$ cat config.mk
export PLATFORM = sky130hd
export DESIGN_NAME = byte_serial_adder_ctrl_flat
export DESIGN_NICKNAME = d
export VERILOG_FILES = /design/src/rtl/byte_serial_adder_ctrl_pkg.sv /design/src/rtl/byte_serial_adder_ctrl_if.sv /design/src/rtl/byte_serial_adder_ctrl_kogge_stone_byte.sv /design/src/rtl/byte_serial_adder_ctrl.sv /design/src/flat_wrapper.sv
export SDC_FILE = /design/constraint.sdc
export NUM_CORES = 1
export LEC_CHECK = 0
export BUFFER_PORTS_ARGS = -buffer_cell sky130_fd_sc_hd__buf_2
export CAP_MARGIN = 20
export CELL_PAD_IN_SITES_DETAIL_PLACEMENT = 0
export CELL_PAD_IN_SITES_GLOBAL_PLACEMENT = 1
export CORE_ASPECT_RATIO = 1.5
export CORE_MARGIN = 8
export CORE_UTILIZATION = 39
export DETAILED_ROUTE_END_ITERATION = 10
export GPL_TIMING_DRIVEN = 0
export PLACE_DENSITY_LB_ADDON = 0.1
export SYNTH_ARGS = -nofsm -noshare
export SYNTH_HDL_FRONTEND = slang
export SYNTH_HIERARCHICAL = 1
export SYNTH_SLANG_ARGS = --single-unit
$ cat constraint.sdc
create_clock -name clk_i -period 2.83 [get_ports clk_i]
set_clock_uncertainty 0.2 [all_clocks]
set_input_delay 0.566 -clock clk_i [delete_from_list [all_inputs] [get_ports clk_i]]
set_output_delay 0.566 -clock clk_i [all_outputs]
set_load 0.02 [all_outputs]
$ cat src/rtl/byte_serial_adder_ctrl_pkg.sv
// Shared vector-lane definitions for the byte-serial add/sub sequencer:
// element-width encodings, controller state enum and the default operand width.
package byte_serial_adder_ctrl_pkg;

   localparam logic [1:0] SEW8  = 2'd0;
   localparam logic [1:0] SEW16 = 2'd1;
   localparam logic [1:0] SEW32 = 2'd2;
   localparam logic [1:0] SEW64 = 2'd3;

   localparam int MAX_BYTES_DEF = 8;

   typedef enum logic [1:0] {
      IDLE = 2'd0,
      BUSY = 2'd1,
      DONE = 2'd2
   } state_t;

   // Index of the most significant byte of an element: (1 << sew) - 1.
   function automatic logic [2:0] sew_last_idx(input logic [1:0] sew);
      return 3'((4'd1 << sew) - 4'd1);
   endfunction

endpackage

$ cat src/rtl/byte_serial_adder_ctrl_if.sv
// Request/response bundle of the byte-serial adder; names are seen from the adder,
// so the requester (master) drives the *_i signals and the adder (slave) drives the *_o signals.
interface byte_serial_adder_ctrl_if
   import byte_serial_adder_ctrl_pkg::*;
#(
   parameter int MAX_BYTES = MAX_BYTES_DEF
);
   logic                     req_valid_i;
   logic                     req_ready_o;
   logic [8*MAX_BYTES-1:0]   op_a_i;
   logic [8*MAX_BYTES-1:0]   op_b_i;
   logic [1:0]               sew_i;
   logic                     sub_i;
   logic                     carry_i;
   logic                     resp_valid_o;
   logic                     resp_ready_i;
   logic [8*MAX_BYTES-1:0]   result_o;
   logic                     carry_o;

   modport master (
      output req_valid_i, op_a_i, op_b_i, sew_i, sub_i, carry_i, resp_ready_i,
      input  req_ready_o, resp_valid_o, result_o, carry_o
   );

   modport slave (
      input  req_valid_i, op_a_i, op_b_i, sew_i, sub_i, carry_i, resp_ready_i,
      output req_ready_o, resp_valid_o, result_o, carry_o
   );
endinterface

$ cat src/rtl/byte_serial_adder_ctrl_kogge_stone_byte.sv
// 8-bit Kogge-Stone carry network: purely combinational, three prefix levels.
// o_carry[k] is the carry into bit k (o_carry[0] = i_cin), o_carry[8] is the byte carry-out.
module kogge_stone_byte (
   input  logic [7:0] i_a,
   input  logic [7:0] i_b,
   input  logic       i_cin,
   output logic [8:0] o_carry
);

   function automatic logic [15:0] ks_step(input logic [7:0] g, input logic [7:0] p, input int d);
      logic [7:0] g_n;
      logic [7:0] p_n;
      g_n = g;
      p_n = p;
      for (int i = 0; i < 8; i++) begin
         if (i >= d) begin
            g_n[i] = g[i] | (p[i] & g[i-d]);
            p_n[i] = p[i] & p[i-d];
         end
      end
      return {g_n, p_n};
   endfunction

   logic [7:0] w_g0, w_p0, w_g1, w_p1, w_g2, w_p2, w_g3, w_p3;

   assign w_g0 = i_a & i_b;
   assign w_p0 = i_a ^ i_b;
   assign {w_g1, w_p1} = ks_step(w_g0, w_p0, 1);
   assign {w_g2, w_p2} = ks_step(w_g1, w_p1, 2);
   assign {w_g3, w_p3} = ks_step(w_g2, w_p2, 4);

   // Group terms over [i:0] fold the byte carry-in in a single final level.
   assign o_carry[0]   = i_cin;
   assign o_carry[8:1] = w_g3 | (w_p3 & {8{i_cin}});

endmodule

$ cat src/rtl/byte_serial_adder_ctrl.sv
// Byte-serial add/sub of 8..64-bit elements: one byte per cycle LSB first, response N+1 cycles after accept.
// Response held stable until resp_ready_i; a new request is taken in the DONE cycle; flush_i aborts everything.
module byte_serial_adder_ctrl
   import byte_serial_adder_ctrl_pkg::*;
#(
   parameter int MAX_BYTES = MAX_BYTES_DEF
)(
   input  logic                      clk_i,
   input  logic                      rsn_i,
   input  logic                      flush_i,
   byte_serial_adder_ctrl_if.slave   bus
);

   localparam int W  = 8 * MAX_BYTES;
   localparam int IW = (MAX_BYTES > 1) ? $clog2(MAX_BYTES) : 1;

   state_t           r_state;
   logic [W-1:0]     r_a;
   logic [W-1:0]     r_b;
   logic [W-1:0]     r_result;
   logic [IW-1:0]    r_idx;
   logic [IW-1:0]    r_last;
   logic             r_sub;
   logic             r_carry;
   logic             r_carry_out;
   logic             r_resp_valid;

   logic             w_req_ready;
   logic             w_accept;
   logic [7:0]       w_a_byte;
   logic [7:0]       w_b_byte;
   logic [8:0]       w_carry_vec;
   logic [7:0]       w_sum;

   always_comb begin
      w_req_ready = 1'b0;
      case (r_state)
         IDLE:    w_req_ready = 1'b1;
         DONE:    w_req_ready = bus.resp_ready_i;
         default: w_req_ready = 1'b0;
      endcase
      if (flush_i) begin
         w_req_ready = 1'b0;
      end
   end

   assign w_accept = bus.req_valid_i & w_req_ready;

   assign w_a_byte = r_a[{r_idx, 3'b000} +: 8];
   assign w_b_byte = r_b[{r_idx, 3'b000} +: 8];

   kogge_stone_byte u_ks (
      .i_a     (w_a_byte),
      .i_b     (w_b_byte),
      .i_cin   (r_carry),
      .o_carry (w_carry_vec)
   );

   assign w_sum = w_a_byte ^ w_b_byte ^ w_carry_vec[7:0];

   always_ff @(posedge clk_i or negedge rsn_i) begin
      if (!rsn_i) begin
         r_state      <= IDLE;
         r_a          <= '0;
         r_b          <= '0;
         r_result     <= '0;
         r_idx        <= '0;
         r_last       <= '0;
         r_sub        <= 1'b0;
         r_carry      <= 1'b0;
         r_carry_out  <= 1'b0;
         r_resp_valid <= 1'b0;
      end else if (flush_i) begin
         r_state      <= IDLE;
         r_result     <= '0;
         r_idx        <= '0;
         r_carry      <= 1'b0;
         r_carry_out  <= 1'b0;
         r_resp_valid <= 1'b0;
      end else begin
         case (r_state)
            IDLE: begin
            end
            BUSY: begin
               r_result[{r_idx, 3'b000} +: 8] <= w_sum;
               r_carry                        <= w_carry_vec[8];
               if (r_idx == r_last) begin
                  r_state      <= DONE;
                  r_resp_valid <= 1'b1;
                  // Subtraction runs as A + ~B + ~borrow, so the carry flips back into a borrow.
                  r_carry_out  <= w_carry_vec[8] ^ r_sub;
                  r_idx        <= '0;
               end else begin
                  r_idx <= r_idx + IW'(1);
               end
            end
            DONE: begin
               if (bus.resp_ready_i) begin
                  r_state      <= IDLE;
                  r_resp_valid <= 1'b0;
                  r_carry_out  <= 1'b0;
               end
            end
            default: r_state <= IDLE;
         endcase

         // Accept overrides the DONE->IDLE return, giving the back-to-back path.
         if (w_accept) begin
            r_state      <= BUSY;
            r_a          <= bus.op_a_i;
            r_b          <= bus.sub_i ? ~bus.op_b_i : bus.op_b_i;
            r_sub        <= bus.sub_i;
            r_carry      <= bus.carry_i ^ bus.sub_i;
            r_last       <= IW'(sew_last_idx(bus.sew_i));
            r_idx        <= '0;
            r_result     <= '0;
            r_resp_valid <= 1'b0;
            r_carry_out  <= 1'b0;
         end
      end
   end

   assign bus.req_ready_o  = w_req_ready;
   assign bus.resp_valid_o = r_resp_valid;
   assign bus.result_o     = r_result;
   assign bus.carry_o      = r_carry_out;

endmodule
$ cat src/flat_wrapper.sv
// flat-port wrapper written by rule: the top's interface ports become plain ports
module byte_serial_adder_ctrl_flat import byte_serial_adder_ctrl_pkg::*;
#(
   parameter int MAX_BYTES = MAX_BYTES_DEF
)
  (clk_i, rsn_i, flush_i, bus_req_valid_i, bus_op_a_i, bus_op_b_i, bus_sew_i, bus_sub_i, bus_carry_i, bus_resp_ready_i, bus_req_ready_o, bus_resp_valid_o, bus_result_o, bus_carry_o);
  byte_serial_adder_ctrl_if #(.MAX_BYTES(MAX_BYTES)) bus_i ();
  input  logic clk_i;
  input  logic rsn_i;
  input  logic flush_i;
  input wire logic [$bits(bus_i.req_valid_i)-1:0] bus_req_valid_i;
  input wire logic [$bits(bus_i.op_a_i)-1:0] bus_op_a_i;
  input wire logic [$bits(bus_i.op_b_i)-1:0] bus_op_b_i;
  input wire logic [$bits(bus_i.sew_i)-1:0] bus_sew_i;
  input wire logic [$bits(bus_i.sub_i)-1:0] bus_sub_i;
  input wire logic [$bits(bus_i.carry_i)-1:0] bus_carry_i;
  input wire logic [$bits(bus_i.resp_ready_i)-1:0] bus_resp_ready_i;
  output wire logic [$bits(bus_i.req_ready_o)-1:0] bus_req_ready_o;
  output wire logic [$bits(bus_i.resp_valid_o)-1:0] bus_resp_valid_o;
  output wire logic [$bits(bus_i.result_o)-1:0] bus_result_o;
  output wire logic [$bits(bus_i.carry_o)-1:0] bus_carry_o;
  assign bus_i.req_valid_i = bus_req_valid_i;
  assign bus_i.op_a_i = bus_op_a_i;
  assign bus_i.op_b_i = bus_op_b_i;
  assign bus_i.sew_i = bus_sew_i;
  assign bus_i.sub_i = bus_sub_i;
  assign bus_i.carry_i = bus_carry_i;
  assign bus_i.resp_ready_i = bus_resp_ready_i;
  assign bus_req_ready_o = bus_i.req_ready_o;
  assign bus_resp_valid_o = bus_i.resp_valid_o;
  assign bus_result_o = bus_i.result_o;
  assign bus_carry_o = bus_i.carry_o;
  byte_serial_adder_ctrl #(.MAX_BYTES(MAX_BYTES)) u_core (.clk_i(clk_i), .rsn_i(rsn_i), .flush_i(flush_i), .bus(bus_i));
endmodule
### Yosys cells after proc, flatten, opt, wreduce, memory -nomap -nowiden

Index checks and enable logic that the tools add are counted.

| word-level totals | value |
|---|---|
| bits in registers | 204 |
| input port bits | 137 |
| output and inout port bits | 67 |
| word-level logic and storage cells | 119 |

| cells by class | value |
|---|---|
| add/sub/neg operators | 3 |
| equality and inequality tests | 6 |
| shifts and indexed selects | 5 |
| muxes and demuxes | 28 |
| bitwise gates (word level) | 61 |
| reduce and logical (&&, ||, !) cells | 6 |

Operator list:

| operator | number |
|---|---|
| 2-to-1 mux 64 bit | 4 |
| variable part select 64 x 7 -> 8 bit | 2 |
| bitwise mux 64 bit | 1 |
| inverter 64 bit | 1 |
| variable shift 8 x 8 -> 64 bit, first input constant | 1 |
| variable part select 8 x 8 -> 64 bit | 1 |
| bitwise AND 1 bit | 35 |
| bitwise OR 1 bit | 17 |
| bitwise AND 8 bit | 2 |
| XOR 8 bit | 2 |
| 2-to-1 mux 3 bit | 4 |
| 2-to-1 mux 1 bit | 11 |
| 2-to-1 mux 2 bit | 4 |
| negator 6 -> 8 bit | 1 |
| bitwise OR 8 bit | 1 |
| one-hot mux 1 bit (2 select lines) | 3 |
| one-hot mux 2 bit (3 select lines) | 1 |
| AND reduction 3 bit | 2 |
| != test 4 x 2 -> 1 bit, second input constant | 1 |
| != test 4 x 3 -> 1 bit, second input constant | 1 |
| nonzero test 4 bit | 1 |
| adder 3 x 1 -> 3 bit, second input constant | 1 |
| equality test 3 bit | 1 |
| != test 3 x 2 -> 1 bit, second input constant | 1 |
| 9 further kinds | 10 |

### Depth between registers and ports, before layout

| logic depth | value |
|---|---|
| depth in word-level cells | 15 |
| mapped depth | 13 |
| mapped depth without buffers | 11 |

### Hierarchy

Netlist, hierarchy kept.

By module, submodules not included:

| module | times used | cells each | area each (µm²) | sequential area each (µm²) |
|---|---|---|---|---|
| byte_serial_adder_ctrl | 1 | 812 | 9510.4 | 5104.9 |
| kogge_stone_byte | 1 | 31 | 234.0 | 0.0 |

### Worst setup path before layout

Ideal clock, no wire load.

| timing | value |
|---|---|
| kind | flip-flop to flip-flop |
| from | register u_core.r_idx[0] |
| to | register u_core.r_result[62] (netlist: u_core/bus.result_o[62]) |
| setup time | 0.128 ns |
| data arrival time | 2.761 ns |
| data required time | 2.502 ns |
| setup slack | -0.259 ns |
| stages on the path, launching flop included | 13 |
| path buffers | 2 |
| clock period less this slack | 3.089 ns |
| cell sequence | dfrtp_1 -> buf_6 -> buf_6 -> mux2_2 -> o22ai_1 -> a221oi_2 -> ha_1 -> a21o_1 -> a31o_1 -> a21oi_2 -> o21ai_1 -> xnor3_1 -> a21oi_1 |

| on the way | value |
|---|---|
| elaborated cells between the ends (all ways) | 56 |
| those cells by class | 1 x add/sub; 4 x shift; 4 x mux; 47 x bitwise |

RTL lines:

| item | line | text |
|---|---|---|
| start, declared | byte_serial_adder_ctrl.sv:21 | `logic [IW-1:0] r_idx;` |
| start signal, assigned | byte_serial_adder_ctrl.sv:94 | `r_idx <= r_idx + IW'(1);` |
| variable part select 64 x 7 -> 8 bit * | byte_serial_adder_ctrl.sv:49 | `assign w_a_byte = r_a[{r_idx, 3'b000} +: 8];` |
| net u_core.w_a_byte[0] | byte_serial_adder_ctrl.sv:30 | `logic [7:0] w_a_byte;` |
| XOR 8 bit | byte_serial_adder_ctrl_kogge_stone_byte.sv:27 | `assign w_p0 = i_a ^ i_b;` |
| bitwise AND 8 bit | byte_serial_adder_ctrl_kogge_stone_byte.sv:34 | `assign o_carry[8:1] = w_g3 \| (w_p3 & {8{i_cin}});` |
| bitwise OR 8 bit * | byte_serial_adder_ctrl_kogge_stone_byte.sv:34 |  |
| net u_core.w_carry_vec[1] | byte_serial_adder_ctrl.sv:32 | `logic [8:0] w_carry_vec;` |
| XOR 8 bit * | byte_serial_adder_ctrl.sv:59 | `assign w_sum = w_a_byte ^ w_b_byte ^ w_carry_vec[7:0];` |
| variable part select 8 x 8 -> 64 bit * | byte_serial_adder_ctrl.sv:85 | `r_result[{r_idx, 3'b000} +: 8] <= w_sum;` |
| bitwise mux 64 bit * | byte_serial_adder_ctrl.sv:85 |  |
| 2-to-1 mux 64 bit * | byte_serial_adder_ctrl.sv:81 | `case (r_state)` |
| 2-to-1 mux 64 bit * | byte_serial_adder_ctrl.sv:108 | `if (w_accept) begin` |
| 2-to-1 mux 64 bit * | byte_serial_adder_ctrl.sv:73 | `end else if (flush_i) begin` |
| end signal, assigned by index | byte_serial_adder_ctrl.sv:85 |  |
| end, declared | byte_serial_adder_ctrl.sv:20 | `logic [W-1:0] r_result;` |

The timed path passes the listed nets; every way through them passes the cells marked *. The select of a mux whose other input is x is not followed.
A chain may end at the register's enable or synchronous reset.

### Worst setup path in the final report

| timing | value |
|---|---|
| from | register u_core.r_idx[0] |
| to | register u_core.r_carry_out (netlist: u_core/bus.carry_o) |

| on the way | value |
|---|---|
| longest elaborated chain between the ends | 14 |
| elaborated cells between the ends (all ways) | 35 |
| those cells by class | 2 x eq/ne; 2 x shift; 4 x mux; 26 x bitwise; 1 x reduce/logical |

Ends and longest elaborated chain:

| item | line | text |
|---|---|---|
| variable part select 64 x 7 -> 8 bit * | byte_serial_adder_ctrl.sv:49 |  |
| net u_core.w_a_byte[0] | byte_serial_adder_ctrl.sv:30 |  |
| bitwise AND 8 bit | byte_serial_adder_ctrl_kogge_stone_byte.sv:26 | `assign w_g0 = i_a & i_b;` |
| bitwise AND 1 bit | byte_serial_adder_ctrl_kogge_stone_byte.sv:17 | `g_n[i] = g[i] \| (p[i] & g[i-d]);` |
| bitwise OR 1 bit | byte_serial_adder_ctrl_kogge_stone_byte.sv:17 |  |
| bitwise AND 1 bit | byte_serial_adder_ctrl_kogge_stone_byte.sv:17 |  |
| bitwise OR 1 bit | byte_serial_adder_ctrl_kogge_stone_byte.sv:17 |  |
| bitwise AND 1 bit | byte_serial_adder_ctrl_kogge_stone_byte.sv:17 |  |
| bitwise OR 1 bit | byte_serial_adder_ctrl_kogge_stone_byte.sv:17 |  |
| bitwise OR 8 bit * | byte_serial_adder_ctrl_kogge_stone_byte.sv:34 |  |
| net u_core.w_carry_vec[8] | byte_serial_adder_ctrl.sv:32 |  |
| XOR 1 bit * | byte_serial_adder_ctrl.sv:91 | `r_carry_out <= w_carry_vec[8] ^ r_sub;` |
| 2-to-1 mux 1 bit * | byte_serial_adder_ctrl.sv:87 | `if (r_idx == r_last) begin` |
| one-hot mux 1 bit (2 select lines) * | byte_serial_adder_ctrl.sv:81 |  |
| 2-to-1 mux 1 bit * | byte_serial_adder_ctrl.sv:108 |  |
| 2-to-1 mux 1 bit * | byte_serial_adder_ctrl.sv:73 |  |
| end signal, assigned | byte_serial_adder_ctrl.sv:91 |  |
| end, declared | byte_serial_adder_ctrl.sv:25 | `logic r_carry_out;` |

Marked as above.

==> results.json <==
{
  "failed_checks": "setup timing",
  "post_drt_wl_per_cell_um": 21.08,
  "reg2reg_from": "u_core/r_idx[0]",
  "synth_top_family_by_area": "multiplexers",
  "r2r-end": "u_core/bus.carry_o",
  "path_max_fanout": 7,
  "irDropWorstVdd_mv": 0.4398,
  "min_period_ns": 3.297,
  "ant_nets": 0,
  "power.share.switching": 0.3272,
  "synth-compound-area-share": 0.1357,
  "slowest_delay_ns": 0.45,
  "place_inst": 1375,
  "cpLargestDelayFamily": "compound AO/OA/AOI/OAI gates",
  "fmax_mhz": 303.3,
  "synthMuxAreaShare": 0.1480,
  "place_area_um2": 11250,
  "num_rows": 71,
  "final_cells": 1446,
  "numPortBuffers": 202,
  "layout-drive-gt1-share": 0.4458,
  "clk_path_buf_depth": 3,
  "detail_route.first_pass.iterations": 4,
  "grt_max_degree": 88,
  "ios": 204,
  "hpwlAfterDp_um": 22630,
  "synthArstFlopShare": 1.000,
  "vias_per_cell": 5.143,
  "synth_area_um2": 9744,
  "finalSetupTns_ns": -19.55,
  "synth-xor-area-share": 0.08051,
  "maxCapViolCount": 0,
  "cts_max_level": 1,
  "seqPwrFrac": 0.364,
  "dieArea_um2": 30400,
  "via_count": 7437,
  "maxSlewViolCount": 0,
  "hold_end": "u_core/r_a[35]",
  "die_w_um": 145.1,
  "r2r_setup_slack_ns": -0.47,
  "drtIter0Drc": 326,
  "hold_violations": 0,
  "synth_warnings": 6,
  "startpoint_type": "flop",
  "power_leakage_nw": 5.731,
  "reg2reg_depth": 13,
  "switching_power_w": 0.003251,
  "numClockSinks": 204,
  "worstPathBufferInverterCount": 3,
  "yosysUniqueCellTypes": 47,
  "start_util": 0.3932,
  "hp-start": "bus_op_a_i[35]",
  "required_ns": 3.05,
  "endpoint_kind": "flop",
  "cts_buffers": 22,
  "overflow": 0,
  "relSlewSlack": 0.3874,
  "whs_path_depth": 2,
  "p_comb_frac": 0.343,
  "rsz0062_at_grt": "yes",
  "cp.arrival_ns": 3.52,
  "setup_viol": 58,
  "fin_area_um2": 12830,
  "grt_usage": 0.1976,
  "finalWeightedCongestion": 0.8034,
  "post-route-period-util": 1.165,
  "synthToLayoutAreaGrowth_pct": 31.63,
  "tritoncts": "built",
  "antenna_found_initial": 3,
  "root_buffer": "clkbuf_16",
  "worst_slew_pin_slew_ns": 0.9156,
  "clkSlewWorstSetupHoldPaths_ns": 0.07,
  "clkLatencyLatePin_ns": 0.51,
  "criticalPathCategory": "reg2reg",
  "power.internal_w": 0.006684,
  "core_um2": 24790,
  "power_density_nw_per_um2": 774.6,
  "yosys.area_share.simple": 0.06061,
  "synth_cells": 843,
  "grt_pass1_wl_um": 47510,
  "p_clk_frac": 0.293,
  "status": "complete, but fails checks",
  "ys_seq_area_frac": 0.5239,
  "hp-class": "in2reg",
  "fin_ws_ns": -0.4668,
  "drc_errors": 0,
  "synth_fa_ha_area_frac": 0.01798,
  "cp_common_cell": "buf_12",
  "ys_ff_latch": 204,
  "worst_path_max_delay_cell": "dfrtp_2",
  "syn_nets": 994,
  "die_y_um": 209.6,
  "synth-edff-count": 0,
  "path_cells": "buf_12, buf_12, buf_12, mux2i_2, a221oi_4, ha_1, a21o_1, a31o_1, a21oi_4, o21ai_2, xnor2_1, or3_1, a21oi_1",
  "synth_area_per_cell_um2": 11.56,
  "drt-total-wl_um": 30490,
  "final_nets": 1252,
  "synth_ff_type": "dfrtp_1",
  "grt_pass1_vias": 8161
}
[registers in the layout, indices dropped and copies added, names as in the netlist]
register                 flops
u_core/bus.carry_o           1
u_core/r_a                  64
u_core/r_b                  64
u_core/r_state               2
u_core/r_carry               1
u_core/r_idx                 3
u_core/r_sub                 1
u_core/bus.resp_valid_o      1
u_core/bus.result_o         64
u_core/r_last                3
[cells by family after synthesis]
| family | Yosys count |
|---|---|
| multiplexers | 114 |
| AO/OA/AOI/OAI | 231 |
| XOR/XNOR | 77 |
| buffers and inverters | 63 |
| AND/OR/NAND/NOR | 140 |
| adder cells (fa/ha/maj) | 14 |
| flip-flops | 204 |
[cells in the final DEF (no fill, tap or decap), types with 7 or more instances in the layout]
cell type  count
ha_1          12
buf_2        213
clkinv_2      10
a21oi_1       85
nand2_1       29
o21ai_0       59
xnor2_1       65
clkbuf_16     23
mux2i_1       15
clkbuf_1      16
mux2_2        80
a21oi_2       38
a21oi_4        7
inv_1          7
buf_4         31
mux4_2        16
nor2_1        72
buf_12        11
dfrtp_1      203
[metal layers]
metal | GRT usage | vias up | wire length (µm)
met4 | 0.04539 | 4 | 571
met5 | 0 | - | 16
met2 | 0.3525 | 176 | 15820
li1 | - | 3503 | -
met1 | 0.2391 | 3716 | 12470
met3 | 0.04224 | 38 | 1614
[worst max path at each step]
stage,endpoint,from,slack (ns),cells after the start
3_5_place_dp,u_core/bus.result_o[50],u_core/r_idx[1],-0.83,9
3_3_place_gp,u_core/bus.result_o[13],rsn_i,-2.70,1
6_report,u_core/bus.carry_o,u_core/r_idx[0],-0.47,13
4_1_cts,u_core/bus.carry_o,u_core/r_idx[0],-0.44,13
5_1_grt,u_core/bus.carry_o,u_core/r_idx[0],-0.54,13
2_1_floorplan,u_core/bus.carry_o,u_core/r_idx[0],-0.11,13
[layout make-up]
class | count | area (µm²)
inverter | 8 | 31.28
fill | 2288 | 11960
sequential | 204 | 5106
multi-input combinational | 576 | 4785
buffer | 54 | 357.8
tap | 328 | 410.4
clock buffer | 27 | 600.6
timing repair buffer | 235 | 1411
antenna | 1 | 2.502
clock inverter | 13 | 121.4
[what timing repair did]
action,in CTS,in global routing
pin swaps,11,17
endpoints found under the setup margin,129,112
gates cloned,1,0
setup buffers,21,8
hold endpoints to repair,44,0
resized for setup,85,47
hold buffers,1,0
[power groups by stage]
| stage | logic, W | clock network [W] | registers (W) |
|---|---|---|---|
| 2_1_floorplan | 0.00163 | 0 | 0.00360 |
| 3_3_place_gp | 0.00251 | 0 | 0.00365 |
| 3_5_place_dp | 0.00254 | 0 | 0.00366 |
| 4_1_cts | 0.00326 | 0.00300 | 0.00361 |
| 5_1_grt | 0.00362 | 0.00313 | 0.00367 |
| 6_report | 0.00341 | 0.00291 | 0.00362 |
[per-stage QoR]
stage	hold WS (ns)	power, W	util	setup slack, ns
after floorplan	0.07041	0.005225	-	-0.1095
after global placement	0.2679	0.006157	0.4511	-2.698
after detailed placement	0.2726	0.006202	0.4537	-0.8260
after CTS	0.07781	0.009877	0.5072	-0.4421
after global routing	0.08232	0.01042	0.5175	-0.5376
final	0.09809	0.009935	0.5175	-0.4668
[synthesized netlist by cell type, types with 4 or more instances]
cell / n / area share
a21o_1: 6 / 0.0046
a21oi_1: 129 / 0.066
a221oi_2: 6 / 0.0092
buf_1: 6 / 0.0023
buf_2: 20 / 0.010
clkbuf_1: 22 / 0.0085
dfrtp_1: 204 / 0.52
ha_1: 14 / 0.018
inv_1: 7 / 0.0027
mux2_2: 81 / 0.094
mux2i_1: 17 / 0.017
mux4_2: 16 / 0.037
nand2_1: 33 / 0.013
nand2b_1: 4 / 0.0026
nand3_1: 5 / 0.0026
nor2_1: 78 / 0.030
nor2b_1: 4 / 0.0026
nor3_1: 6 / 0.0031
o21ai_0: 59 / 0.030
o22ai_1: 8 / 0.0051
o2bb2ai_1: 9 / 0.0081
xnor2_1: 65 / 0.058
xnor3_1: 8 / 0.018
xor2_1: 4 / 0.0036
No activity file was read; power rests on OpenSTA's default activity.
